<file path="src/rtl/godai_trace_buffer.sv">
// Core trace capture buffer: timestamps non-zero event vectors into a FIFO and flags lost records.
// Optional macro GODAI_TRACE_TIMESTAMP_EN builds the free-running timestamp counter.
module godai_trace_buffer #(
  parameter int DEPTH    = 16,
  parameter int TS_WIDTH = 32
) (
  input  logic                     clk,
  input  logic                     rst_n,
  input  logic                     trace_en_i,
  input  logic [9:0]               event_i,
  output logic                     trace_valid_o,
  input  logic                     trace_ready_i,
  output logic [TS_WIDTH+10:0]     trace_data_o,
  output logic [15:0]              drop_count_o,
  output logic [$clog2(DEPTH):0]   fifo_level_o,
  output logic                     busy_o
);

  localparam int AW = $clog2(DEPTH);
  localparam int RW = TS_WIDTH + 11;
  localparam logic [AW:0]   LVL_ONE  = (AW+1)'(1);
  localparam logic [AW:0]   LVL_FULL = (AW+1)'(DEPTH);
  localparam logic [AW-1:0] PTR_ONE  = AW'(1);

  typedef enum logic [1:0] {IDLE, RUN, DRAIN} state_t;

  state_t              state, state_nxt;
  logic [RW-1:0]       mem [DEPTH];
  logic [AW-1:0]       wr_ptr, rd_ptr;
  logic [AW:0]         level;
  logic                pend_drop;
  logic [15:0]         drop_cnt;
  logic [TS_WIDTH-1:0] ts;
  logic                empty, full, capture, pop, push, drop;

  function automatic logic [15:0] sat_inc16(input logic [15:0] v);
    return (v == 16'hFFFF) ? v : v + 16'd1;
  endfunction

`ifdef GODAI_TRACE_TIMESTAMP_EN
  always_ff @(posedge clk) begin
    if (!rst_n) ts <= '0;
    else        ts <= ts + TS_WIDTH'(1);
  end
`else
  assign ts = '0;
`endif

  assign empty   = (level == '0);
  assign full    = (level == LVL_FULL);
  assign capture = (state == RUN) && (event_i != 10'd0);
  assign pop     = !empty && trace_ready_i;
  // A full FIFO still takes a push when the head leaves in the same cycle.
  assign push    = capture && (!full || pop);
  assign drop    = capture && !push;

  always_comb begin
    state_nxt = state;
    case (state)
      IDLE:    if (trace_en_i) state_nxt = RUN;
      RUN:     if (!trace_en_i) state_nxt = DRAIN;
      DRAIN: begin
        if (trace_en_i)  state_nxt = RUN;
        else if (empty)  state_nxt = IDLE;
      end
      default: state_nxt = IDLE;
    endcase
  end

  always_ff @(posedge clk) begin
    if (!rst_n) state <= IDLE;
    else        state <= state_nxt;
  end

  always_ff @(posedge clk) begin
    if (!rst_n) begin
      wr_ptr    <= '0;
      rd_ptr    <= '0;
      level     <= '0;
      pend_drop <= 1'b0;
      drop_cnt  <= '0;
    end else begin
      if (push) wr_ptr <= wr_ptr + PTR_ONE;
      if (pop)  rd_ptr <= rd_ptr + PTR_ONE;
      if (push && !pop)      level <= level + LVL_ONE;
      else if (pop && !push) level <= level - LVL_ONE;
      if (drop) begin
        drop_cnt  <= sat_inc16(drop_cnt);
        pend_drop <= 1'b1;
      end else if (push) begin
        pend_drop <= 1'b0;
      end
    end
  end

  // Storage is data-only and left unreset; contents are qualified by the level.
  always_ff @(posedge clk) begin
    if (push) mem[wr_ptr] <= {pend_drop, event_i, ts};
  end

  assign trace_valid_o = !empty;
  assign trace_data_o  = mem[rd_ptr];
  assign drop_count_o  = drop_cnt;
  assign fifo_level_o  = level;
  assign busy_o        = (state != IDLE);

endmodule
</file>
<file path="config.mk">
export PLATFORM = sky130hd
export DESIGN_NAME = godai_trace_buffer
export DESIGN_NICKNAME = d
export VERILOG_FILES = /design/src/rtl/godai_trace_buffer.sv
export SDC_FILE = /design/constraint.sdc
export NUM_CORES = 1
export LEC_CHECK = 0
export BUFFER_PORTS_ARGS = -buffer_cell sky130_fd_sc_hd__buf_2
export CORE_MARGIN = 2
export CORE_UTILIZATION = 25
export CTS_CLUSTER_DIAMETER = 200
export DETAILED_ROUTE_END_ITERATION = 8
export PLACE_DENSITY = 0.48
export SYNTH_ARGS = -nofsm -noshare
export SYNTH_HDL_FRONTEND = slang
export SYNTH_SLANG_ARGS = --single-unit
</file>
<file path="constraint.sdc">
create_clock -name clk -period 4.8 [get_ports clk]
set_input_delay 0.48 -clock clk [delete_from_list [all_inputs] [get_ports clk]]
set_output_delay 0.48 -clock clk [all_outputs]
set_load 0.05 [all_outputs]
</file>
After elaboration in Yosys (flattened, before gate mapping)
Memory sizes are Yosys's and may differ from the RTL's. A register that Yosys moved wholly into a read port is not among the register bits.
Cells that the tools add are included.
- bits in registers: 32
- bits in writable memories: 176
- bits of input ports: 14
- output and inout port bits: 66
- logic and storage cells: 52
- memories kept: 1
- add/sub/neg operators: 5
- eq/ne operators: 7
- muxes and demuxes: 13
- bitwise gates (word level): 1
- reductions and logical operators: 19
- memory list (memory ; words ; width ; read ports ; clocked after memory_dff ; wr ports ; line ; RTL):
    mem ; 16 ; 11 ; 1 ; 1 ; 1 ; 28 ; logic [RW-1:0] mem [DEPTH];
- operators with widths (kind ; number):
    16-bit by 1-bit adder with 16-bit output (second input constant) ; 1
    16-bit equality test (second input constant) ; 1
    5-bit 2-to-1 mux ; 2
    10-bit nonzero test ; 1
    4-bit by 1-bit adder with 4-bit output (second input constant) ; 2
    2-bit 2-to-1 mux ; 4
    4-bit 2-to-1 mux ; 2
    1-bit logical AND ; 6
    2-bit one-hot mux with 3 select lines ; 1
    2-bit nonzero test ; 3
    5-bit by 1-bit adder with 5-bit output (second input constant) ; 1
    5-bit equality test (second input constant) ; 1
    5-bit logical NOT ; 1
    5-bit by 1-bit subtractor with 5-bit output (second input constant) ; 1
    1-bit logical NOT ; 4
    1-bit 2-to-1 mux ; 4
    2-bit != test (second input constant) ; 2
    3-bit != test (second input constant) ; 1
    3-bit AND reduction ; 1
    2-bit by 1-bit equality test with 1-bit output (second input constant) ; 1
    2-bit equality test (second input constant) ; 1
    2-bit logical NOT ; 1
    2-bit AND reduction ; 1
    1-bit logical OR ; 1
    1-bit NOT ; 1

Logic depth before layout (Yosys ltp)
Gate-level depths: netlist of the first run.
- depth after elaboration: 9
- mapped depth: 13
- depth with buffers taken out: 11

Least setup slack after synthesis of the first run
No wires, ideal clock.
- path kind: in2reg
- start: in event_i[7]
- end: reg level[4] (netlist: fifo_level_o[4])
- library setup time: 70 ps
- arrival: 3290 ps
- data required time: 4730 ps
- setup slack: 1440 ps
- stages: 13
- buffers on the path: 2
- path through: or4_1 -> o41a_1 -> buf_2 -> and2_1 -> clkbuf_1 -> ha_1 -> inv_1 -> ha_1 -> a21o_1 -> a21oi_1 -> xnor2_1 -> or3_1 -> a21oi_1
- longest elaborated chain between the ends: 6
- elaborated cells between the ends (all ways): 8
- those cells by class: mux: 1; reduce/logical: 7
- RTL lines (element ; line ; RTL):
    start: declaration ; 10 ; input logic [9:0] event_i,
    10-bit nonzero test * ; 51 ; assign capture = (state == RUN) && (event_i != 10'd0);
    1-bit logical AND * ; 51 ;
    1-bit logical AND * ; 54 ; assign push = capture && (!full || pop);
    net push ; 34 ; logic empty, full, capture, pop, push, drop;
    1-bit logical NOT ; 86 ; else if (pop && !push) level <= level - LVL_ONE;
    1-bit logical AND ; 86 ;
    2-bit nonzero test (no source line) ; n/a ;
    end signal: assignment ; 85 ; if (push && !pop) level <= level + LVL_ONE;
    end signal: assignment ; 86 ;
    end: declaration ; 30 ; logic [AW:0] level;
The timed path passes the listed nets; every way through them passes the cells marked *.
A chain may end at the register's enable or synchronous reset.

Final worst setup path of the first run
- start: reg state[0]
- end: reg level[4] (netlist: fifo_level_o[4])
- longest elaborated chain between the ends: 6
- elaborated cells between the ends (all ways): 8
- those cells by class: eq/ne: 1; mux: 1; reduce/logical: 6
- RTL lines (element ; line ; RTL):
    start: declaration ; 27 ; state_t state, state_nxt;
    start signal: assignment ; 72 ; else state <= state_nxt;
    2-bit by 1-bit equality test with 1-bit output * ; 51 ;
    1-bit logical AND * ; 51 ;
    1-bit logical AND * ; 54 ;
    1-bit logical NOT ; 86 ;
    1-bit logical AND ; 86 ;
    2-bit nonzero test (no source line) ; n/a ;
Mark *: on every way between the ends. The rest lies on a longest branch, timed or not.

==> results of run 1 <==
==> final cells by class <==
| type | count | area [µm²] |
|---|---|---|
| Sequential cell | 212 | 6010 |
| Fill cell | 3425 | 24200 |
| Timing Repair Buffer | 50 | 258 |
| Clock buffer | 31 | 658 |
| Tap cell | 455 | 569 |
| Clock inverter | 11 | 119 |
| Antenna cell | 1 | 2.50 |
| Multi-Input combinational cell | 250 | 2500 |
| Inverter | 7 | 26.3 |
==> sequential cells by signal (all words and copies together), names as in the netlist, named ones only <==
| register | count |
|---|---|
| wr_ptr | 4 |
| mem | 176 |
| rd_ptr | 4 |
| pend_drop | 1 |
| fifo_level_o | 5 |
| drop_count_o | 16 |
| state | 2 |
==> synthesized netlist by cell type, types with 8 or more instances <==
| cell | n | area (µm²) |
|---|---|---|
| dfxtp_1 | 36 | 721 |
| ha_1 | 10 | 125 |
| edfxtp_1 | 176 | 5290 |
| nand2_1 | 13 | 48.8 |
| or4_1 | 10 | 75.1 |
| nor3_1 | 8 | 40.0 |
| mux4_2 | 55 | 1240 |
| nor2_1 | 30 | 113 |
| buf_4 | 32 | 240 |
| a21oi_1 | 19 | 95.1 |
| nand3_1 | 11 | 55.1 |
| clkbuf_1 | 12 | 45.0 |
==> critical path: cells and delay by family, from the launching register on <==
family / cells / cell delay, ns
AO/OA/AOI/OAI: 4 / 1.14
AND/OR/NAND/NOR: 3 / 1.06
adder cells (fa/ha/maj): 2 / 0.64
flip-flops: 1 / 0.36
buffers and inverters: 1 / 0.11
XOR/XNOR: 1 / 0.09
==> kinds of logic after synthesis <==
| kind of cell | count (synthesis) |
|---|---|
| buf+inv | 60 |
| compound gates | 36 |
| other cells | 1 |
| simple gates | 100 |
| flops | 212 |
| mux | 59 |
| fa+ha+maj | 11 |
| xor+xnor | 12 |
==> power groups by stage <==
| stage | clock, mW | sequential (mW) | combinational, mW |
|---|---|---|---|
| floorplan | 0 | 2.15 | 0.902 |
| global placement | 0 | 2.15 | 1.12 |
| CTS | 1.83 | 2.12 | 1.15 |
| global route | 1.91 | 2.12 | 1.21 |
| detailed placement | 0 | 2.15 | 1.15 |
| finish | 1.79 | 2.11 | 1.13 |
==> metal layers <==
metal  track usage, %  routed length (µm)  vias up
li1                 -                   -     1996
met1             14.6                8630     2353
met2             18.5                9700      137
met3             2.15                1100       28
met4             2.74                 401        0
met5                0                   0        -
==> worst max path at each step <==
stage               start         endpoint  slack, ns
4_1_cts          state[0]  fifo_level_o[4]       1.29
3_3_place_gp   event_i[7]  fifo_level_o[4]       0.90
2_1_floorplan  event_i[7]  fifo_level_o[4]       1.44
6_report         state[0]  fifo_level_o[4]       1.32
5_1_grt          state[0]  fifo_level_o[4]       1.11
3_5_place_dp   event_i[7]  fifo_level_o[4]       0.83
==> per-stage QoR <==
step | instances | utilization (%) | worst slack (ns)
detailed placement | 974 | 27.2 | 0.827
global route | 1016 | 29.5 | 1.11
floorplan | 522 | - | 1.44
global placement | 974 | 27.2 | 0.896
CTS | 1016 | 29.5 | 1.29
finish | 1017 | 29.5 | 1.32
==> flow_metrics.py, run 1 <==
metrics = {
    "synthesis": {
        "yosysSeqAreaShare_pct": 69.3,
        "muxShareOfSynthArea_pct": 14.7,
        "yosys_warnings": 0,
        "synthAdderAreaFrac_pct": 1.67,
        "yosys.area_share.simple_pct": 6.42,
        "synth_compound_area_share_pct": 2.50,
        "ys_ff_latch": 212,
        "synth_top_family_by_area": "multiplexers",
        "synth_cell_types": 44,
        "syn_avg_cell_area_um2": 17.7,
        "yosys_most_used_dff": "edfxtp_1",
        "syn_inst": 491,
        "synth_xor_area_share_pct": 1.21,
        "async_flop_share_pct": 0,
        "synth_edf_count": 176,
        "syn_area_um2": 8670,
    },
    "hold_path": {
        "min_from": "trace_en_i",
        "hold_path.class": "primary input to flip-flop",
        "hold_depth": 2,
        "hold_end": "state[1]",
    },
    "power": {
        "ir_drop_uv": 274,
        "pwr-share-seq_pct": 42.0,
        "clkPwrFrac_pct": 35.6,
        "swShare_pct": 29.0,
        "internal-power_mw": 3.57,
        "comb_power_share_pct": 22.4,
        "pwr_density_cell_nw_per_um2": 496,
        "leakage_nw": 3.22,
        "p_switching_mw": 1.46,
        "total_power_mw": 5.03,
    },
    "clocking": {
        "ctsResizeCount": 0,
        "cts_root_buf": "clkbuf_16",
        "clkTransAtPathRegs_ns": 0.06,
        "cts_buffer_depth": 3,
        "htree_levels": 1,
        "cts_buffers": 23,
        "cts_tree": "built",
        "clock-sinks": 212,
        "postCtsSetupBuffers": 0,
        "insertion_delay_ns": 0.51,
        "cts_hold_buf": 0,
    },
    "place": {
        "hpwl_um": 11900,
        "place_area_um2": 9360,
        "routabilityCongestion": 0.745,
        "port_buffers": 47,
    },
    "floorplanning": {
        "die_w_um": 190,
        "die_area_um2": 36200,
        "core_area_um2": 34400,
        "start_util_pct": 25.2,
        "row_count": 68,
        "dieHeight_um": 190,
        "io_pins": 80,
    },
    "critical_path": {
        "r2r-end": "fifo_level_o[4]",
        "required_ns": 5.22,
        "reg2reg_depth": 11,
        "regToRegSetupSlack_ns": 1.32,
        "endpoint_kind": "flip-flop",
        "path_class": "flip-flop to flip-flop",
        "worst_ep_arrival_time_ns": 3.90,
        "cp_cell_sequence": "nor2b_1, o41a_1, and2_1, ha_1, inv_1, fa_1, a21o_1, a21oi_1, xnor2_1, or3_1, a21oi_1",
        "slowest_stage": "o41a_1",
        "rr_startpoint": "state[0]",
        "cp_common_cell": "a21oi_1",
        "crit_path_start_kind": "flip-flop",
        "cp_max_fo": 10,
        "max_stage_delay_ns": 0.64,
    },
    "sta": {
        "skew_ns": 0.0180,
        "final-max-slew-violation-count": 0,
        "hold_viol": 0,
        "fin_tns_setup_ns": 0,
        "rsz0062_at_grt": "no",
        "setup_viol": 0,
        "relSlewSlack_pct": 31.1,
        "hold_ws_ns": 0.163,
        "tightest_slew_ns": 1.03,
        "layout_min_cycle_time_ns": 3.48,
        "clock.fmax_ghz": 0.287,
        "fin_crit_sh_pct": 72.5,
    },
    "grt": {
        "overflow": 0,
        "antenna_found_initial": 1,
        "grt_pass1_wl_um": 29500,
        "grt_max_degree": 32,
        "grt_pass1_vias": 4693,
        "grt.total_usage_pct": 11.0,
    },
    "route": {
        "detail_route.first_pass.iterations": 4,
        "vias_per_cell": 4.44,
        "drc_errors": 0,
        "drt_iter0_markers": 303,
        "drt-total-wl_um": 19800,
        "vias": 4514,
        "antenna_left": 0,
        "wl_per_cell_um": 19.5,
    },
    "flow_run": {
        "cap_violations": 0,
    },
    "layout": {
        "final_cell_mix": "edfxtp_1 (176), mux4_2 (55), buf_2 (47), dfxtp_1 (34), conb_1 (32)",
        "drive_gt1_share_pct": 29.6,
        "layout_commonest_cell": "edfxtp_1",
        "final_area_um2": 10100,
        "area_delta_synth_final_pct": 16.9,
        "nets": 569,
    },
    "outcome": {
        "status": "finished, final reports clean",
    },
}
No activity file was read; power rests on OpenSTA's default activity.
==> run 2: changes to the inputs <==
PLACE_DENSITY = 0.5   (was 0.48)
clock period = 3.1 ns   (was 4.8 ns; I/O delays follow)
==> run 2 against run 1 <==
Net effect: clock power grew 45%; largest power group unchanged; hold slack worse by 0.065 ns; combinational power grew 69%; sequential power rose by 52%; sequential cell count unchanged; critical endpoint is now trace_data_o[36]; non-clock buffer count is 27 higher; power rose by 53%.
==> flow_metrics.py, run 2 (synthesized netlist as in run 1, its figures left out) <==
metrics = {
    "layout": {
        "fillCellCount": 3432,
        "antenna_cells": 0,
        "nets": 596,
        "largest_reg_flops": 176,
        "final-instance-count-excl-fill": 1043,
        "layout_commonest_cell": "edfxtp_1",
        "largest_register": "mem",
        "area_delta_synth_final_pct": 18.3,
        "final_cell_mix": "edfxtp_1 (176), mux4_2 (55), buf_2 (47), dfxtp_1 (34), conb_1 (32)",
        "drive_gt1_share_pct": 30.4,
    },
    "floorplanning": {
        "start_util_pct": 25.2,
        "io_pins": 80,
        "row_count": 68,
        "die_w_um": 190,
        "core_area_um2": 34400,
        "dieHeight_um": 190,
        "die_area_um2": 36200,
    },
    "sta": {
        "final-max-slew-violation-count": 0,
        "clock.fmax_ghz": 0.351,
        "setup_viol": 0,
        "hold_ws_ns": 0.0977,
        "fin_tns_setup_ns": 0,
        "worst_slack_ns": 0.249,
        "hold_viol": 0,
        "layout_min_cycle_time_ns": 2.85,
        "relSlewSlack_pct": 14.5,
        "fin_crit_sh_pct": 92.0,
        "rsz0062_at_grt": "no",
        "tightest_slew_ns": 1.28,
        "skew_ns": 0.0146,
    },
    "critical_path": {
        "cp_max_fo": 44,
        "required_ns": 2.79,
        "path_depth": 4,
        "max_stage_delay_ns": 0.58,
        "path_class": "flip-flop to output pin",
        "critPathBufInv": 2,
        "cp_cell_sequence": "buf_12, mux4_2, mux4_2, buf_2",
        "cp-endpoint": "trace_data_o[36]",
        "cp_common_cell": "mux4_2",
        "rr_startpoint": "state[0]",
        "crit_path_start_kind": "flip-flop",
        "crit_family": "multiplexers",
        "r2r-end": "fifo_level_o[4]",
        "worst_ep_arrival_time_ns": 2.54,
        "slowest_stage": "mux4_2",
        "endpoint_kind": "output pin",
        "reg2reg_depth": 13,
        "regToRegSetupSlack_ns": 0.32,
    },
    "place": {
        "hpwl_um": 12200,
        "routabilityCongestion": 0.713,
        "dp_slack_ns": -0.133,
        "port_buffers": 47,
        "place_inst": 1000,
    },
    "power": {
        "pwr-share-seq_pct": 41.6,
        "pwr_density_cell_nw_per_um2": 752,
        "internal-power_mw": 5.48,
        "swShare_pct": 29.0,
        "leakage_nw": 3.36,
        "clkPwrFrac_pct": 33.6,
        "comb_power_share_pct": 24.8,
        "ir_drop_uv": 529,
        "p_switching_mw": 2.24,
    },
    "grt": {
        "grt_pass1_wl_um": 28000,
        "antenna_found_initial": 0,
        "grt_pass1_vias": 4681,
        "overflow": 0,
        "grt.total_usage_pct": 10.1,
        "grt_max_degree": 45,
    },
    "clocking": {
        "cts_tree": "built",
        "cts_buffers": 23,
        "htree_levels": 1,
        "clkTransAtPathRegs_ns": 0.06,
        "cts_root_buf": "clkbuf_16",
        "insertion_delay_ns": 0.50,
        "clock-sinks": 212,
        "cts_buffer_depth": 3,
        "postCtsSetupBuffers": 0,
    },
    "route": {
        "drc_errors": 0,
        "detail_route.first_pass.iterations": 4,
        "vias_per_cell": 4.30,
        "wl_per_cell_um": 17.4,
        "drt-total-wl_um": 18200,
        "drt_iter0_markers": 238,
        "antenna_left": 0,
        "vias": 4489,
    },
    "outcome": {
        "status": "finished, final reports clean",
    },
    "hold_path": {
        "hold_path.class": "primary input to flip-flop",
    },
    "flow_run": {
        "cap_violations": 0,
    },
}
run 2: worst min path at each step:
| stage | from | end | depth (start not counted) |
|---|---|---|---|
| 6_report | event_i[5] | mem[10][5] | 1 |
| 5_1_grt | event_i[5] | mem[10][5] | 1 |
| 4_1_cts | rst_n | state[0] | 3 |
| 3_5_place_dp | state[1] | state[0] | 1 |
| 3_3_place_gp | state[1] | state[0] | 1 |
| 2_1_floorplan | trace_en_i | state[1] | 1 |
run 2: metrics by stage:
step | instance area (µm²) | utilization (%) | power, mW
5_1_grt | 10300 | 29.8 | 8.05
3_3_place_gp | 9530 | 27.7 | 5.20
2_1_floorplan | 8790 | - | 4.74
3_5_place_dp | 9530 | 27.7 | 5.22
6_report | 10300 | 29.8 | 7.72
4_1_cts | 10300 | 29.8 | 7.83
run 2: worst register-to-register path, stage by stage (launching register included):
cell     delay [ns]
dfxtp_1        0.36
nor2b_1        0.14
buf_4          0.15
o41a_1         0.21
and2_1         0.18
ha_2           0.19
inv_2          0.04
buf_4          0.14
fa_1           0.40
a21o_1         0.18
a21oi_1        0.17
xnor2_1        0.09
or3_1          0.30
a21oi_1        0.14
run 2: repair_timing:
item,4_1_cts,5_1_grt
endpoints found under the hold margin,1,0
endpoints found under the setup margin,0,1
hold buffers,1,0
gates resized for setup,0,1
run 2: per-layer routing:
layer / share of wire, % / vias to the layer above / GRT usage, %
met1: 43 / 2310 / 13.1
li1: - / 2041 / -
met4: 1.6 / 0 / 2.18
met3: 4.3 / 24 / 1.64
met5: 0 / - / 0
met2: 51 / 114 / 17.9
run 2: final cells by class:
cell class / instances / area, µm² / area share [%]
repair buffers: 77 / 488 / 4.76
flip-flops and latches: 212 / 6010 / 58.6
clock buffers: 30 / 602 / 5.87
well taps: 455 / 569 / 5.55
inverters: 7 / 26.3 / 0.256
clock inverters: 12 / 111 / 1.09
multi-input cells: 250 / 2450 / 23.9
run 2: power groups by stage:
stage               registers [mW]  clock network (mW)  logic [mW]
floorplan                     3.33                   0        1.40
global placement              3.26                   0        1.94
finish                        3.21                2.60        1.91
detailed placement            3.26                   0        1.96
CTS                           3.20                2.67        1.96
global route                  3.21                2.78        2.06
==> run 3: changes to the inputs <==
CTS_BUF_LIST = sky130_fd_sc_hd__clkbuf_2 sky130_fd_sc_hd__clkbuf_4 sky130_fd_sc_hd__clkbuf_8   (was not set)
REMOVE_ABC_BUFFERS = 1   (was not set)
==> run 3 against run 2 <==
Net effect: sequential cell count stayed put; design area is 0.41% higher; first-iteration DRC count is 30% higher.
==> flow_metrics.py, run 3 (synthesized netlist as in run 1, its figures left out) <==
metrics = {
    "power": {
        "p_switching_mw": 2.24,
        "leakage_nw": 3.42,
        "comb_power_share_pct": 25.0,
        "clkPwrFrac_pct": 32.4,
        "internal-power_mw": 5.31,
        "swShare_pct": 29.7,
        "total_power_mw": 7.55,
        "ir_drop_uv": 356,
        "pwr-share-seq_pct": 42.7,
        "pwr_density_cell_nw_per_um2": 733,
    },
    "floorplanning": {
        "dieHeight_um": 190,
        "die_w_um": 190,
        "io_pins": 80,
        "core_area_um2": 34400,
        "die_area_um2": 36200,
        "start_util_pct": 25.2,
        "row_count": 68,
    },
    "sta": {
        "clock.fmax_ghz": 0.337,
        "final-max-slew-violation-count": 0,
        "worst_slack_ns": 0.131,
        "layout_min_cycle_time_ns": 2.97,
        "relSlewSlack_pct": 34.3,
        "rsz0062_at_grt": "no",
        "tightest_slew_ns": 0.985,
        "skew_ns": 0.0210,
        "setup_viol": 0,
        "fin_crit_sh_pct": 95.8,
        "hold_viol": 0,
        "fin_tns_setup_ns": 0,
        "hold_ws_ns": 0.0495,
    },
    "route": {
        "vias": 4646,
        "drt_iter0_markers": 309,
        "drt-total-wl_um": 19800,
        "wl_per_cell_um": 18.5,
        "vias_per_cell": 4.35,
        "drc_errors": 0,
        "antenna_left": 0,
        "detail_route.first_pass.iterations": 4,
    },
    "critical_path": {
        "cp_max_fo": 40,
        "path_class": "flip-flop to output pin",
        "required_ns": 2.79,
        "endpoint_kind": "output pin",
        "crit_path_start_kind": "flip-flop",
        "worst_ep_arrival_time_ns": 2.66,
    },
    "place": {
        "place_inst": 1008,
        "port_buffers": 47,
        "dp_slack_ns": -0.175,
        "hpwl_um": 11700,
        "routabilityCongestion": 0.751,
        "place_area_um2": 9580,
    },
    "clocking": {
        "htree_levels": 2,
        "postCtsSetupBuffers": 0,
        "insertion_delay_ns": 0.53,
        "cts_root_buf": "clkbuf_8",
        "cts_tree": "built",
        "clock-sinks": 212,
        "cts_buffers": 34,
        "cts_buffer_depth": 3,
        "clkTransAtPathRegs_ns": 0.06,
    },
    "layout": {
        "largest_reg_flops": 176,
        "utilization_pct": 30.0,
        "layout_commonest_cell": "edfxtp_1",
        "drive_gt1_share_pct": 34.2,
        "multi_input_area_um2": 2450,
        "regArea_um2": 6010,
        "fillCellCount": 3449,
        "final-instance-count-excl-fill": 1068,
        "largest_register": "mem",
        "nets": 615,
        "final_cell_mix": "edfxtp_1 (176), mux4_2 (55), buf_2 (47), clkbuf_8 (39), buf_4 (35)",
        "area_delta_synth_final_pct": 18.8,
        "final_area_um2": 10300,
    },
    "grt": {
        "grt_pass1_vias": 4817,
        "grt_max_degree": 45,
        "grt.total_usage_pct": 11.0,
        "grt_pass1_wl_um": 29200,
        "overflow": 0,
        "antenna_found_initial": 1,
    },
    "outcome": {
        "status": "finished, final reports clean",
    },
    "flow_run": {
        "cap_violations": 0,
    },
    "hold_path": {
        "hold_path.class": "primary input to flip-flop",
    },
}
[run 3: layer usage]
metal | GRT usage, % | vias up | part of all wire (%)
met5 | 0 | - | 0
met4 | 2.89 | 0 | 1.7
met3 | 2.87 | 28 | 8.1
met2 | 17.7 | 164 | 47
met1 | 14.7 | 2377 | 43
li1 | - | 2077 | -
[run 3: final timing paths]
check,startpoint,end,slack (ns),depth (start not counted)
setup reg to reg,state[0],fifo_level_o[4],0.19,12
hold / removal,event_i[8],mem[12][8],0.05,1
hold reg to reg,state[0],state[0],0.48,1
setup / recovery,flip-flop,trace_data_o[33],0.13,4
[run 3: cell type report]
type / instances / area share [%]
flip-flops and latches: 212 / 58.3
multi-input cells: 250 / 23.8
clock buffers: 49 / 5.94
well taps: 455 / 5.53
repair buffers: 85 / 5.39
clock inverters: 9 / 0.765
inverters: 7 / 0.255
diodes: 1 / 0.0243
[run 3: critical path, cell delays in order (launching register included)]
cell     delay, ns
dfxtp_2       0.47
buf_16        0.33
mux4_2        0.55
mux4_2        0.52
buf_2         0.24
[run 3: power groups by stage]
| stage | Combinational (mW) | Sequential, mW | Clock, mW |
|---|---|---|---|
| after floorplan | 1.19 | 3.50 | 0 |
| after global placement | 1.87 | 3.27 | 0 |
| after detailed placement | 1.91 | 3.28 | 0 |
| after CTS | 1.91 | 3.22 | 2.53 |
| after global routing | 2.03 | 3.23 | 2.63 |
| final | 1.89 | 3.22 | 2.44 |
[run 3: timing repair]
action	in CTS	in global routing
setup endpoints to repair	0	2
hold buffers	1	0
gates resized for setup	0	2
endpoints found under the hold margin	2	0
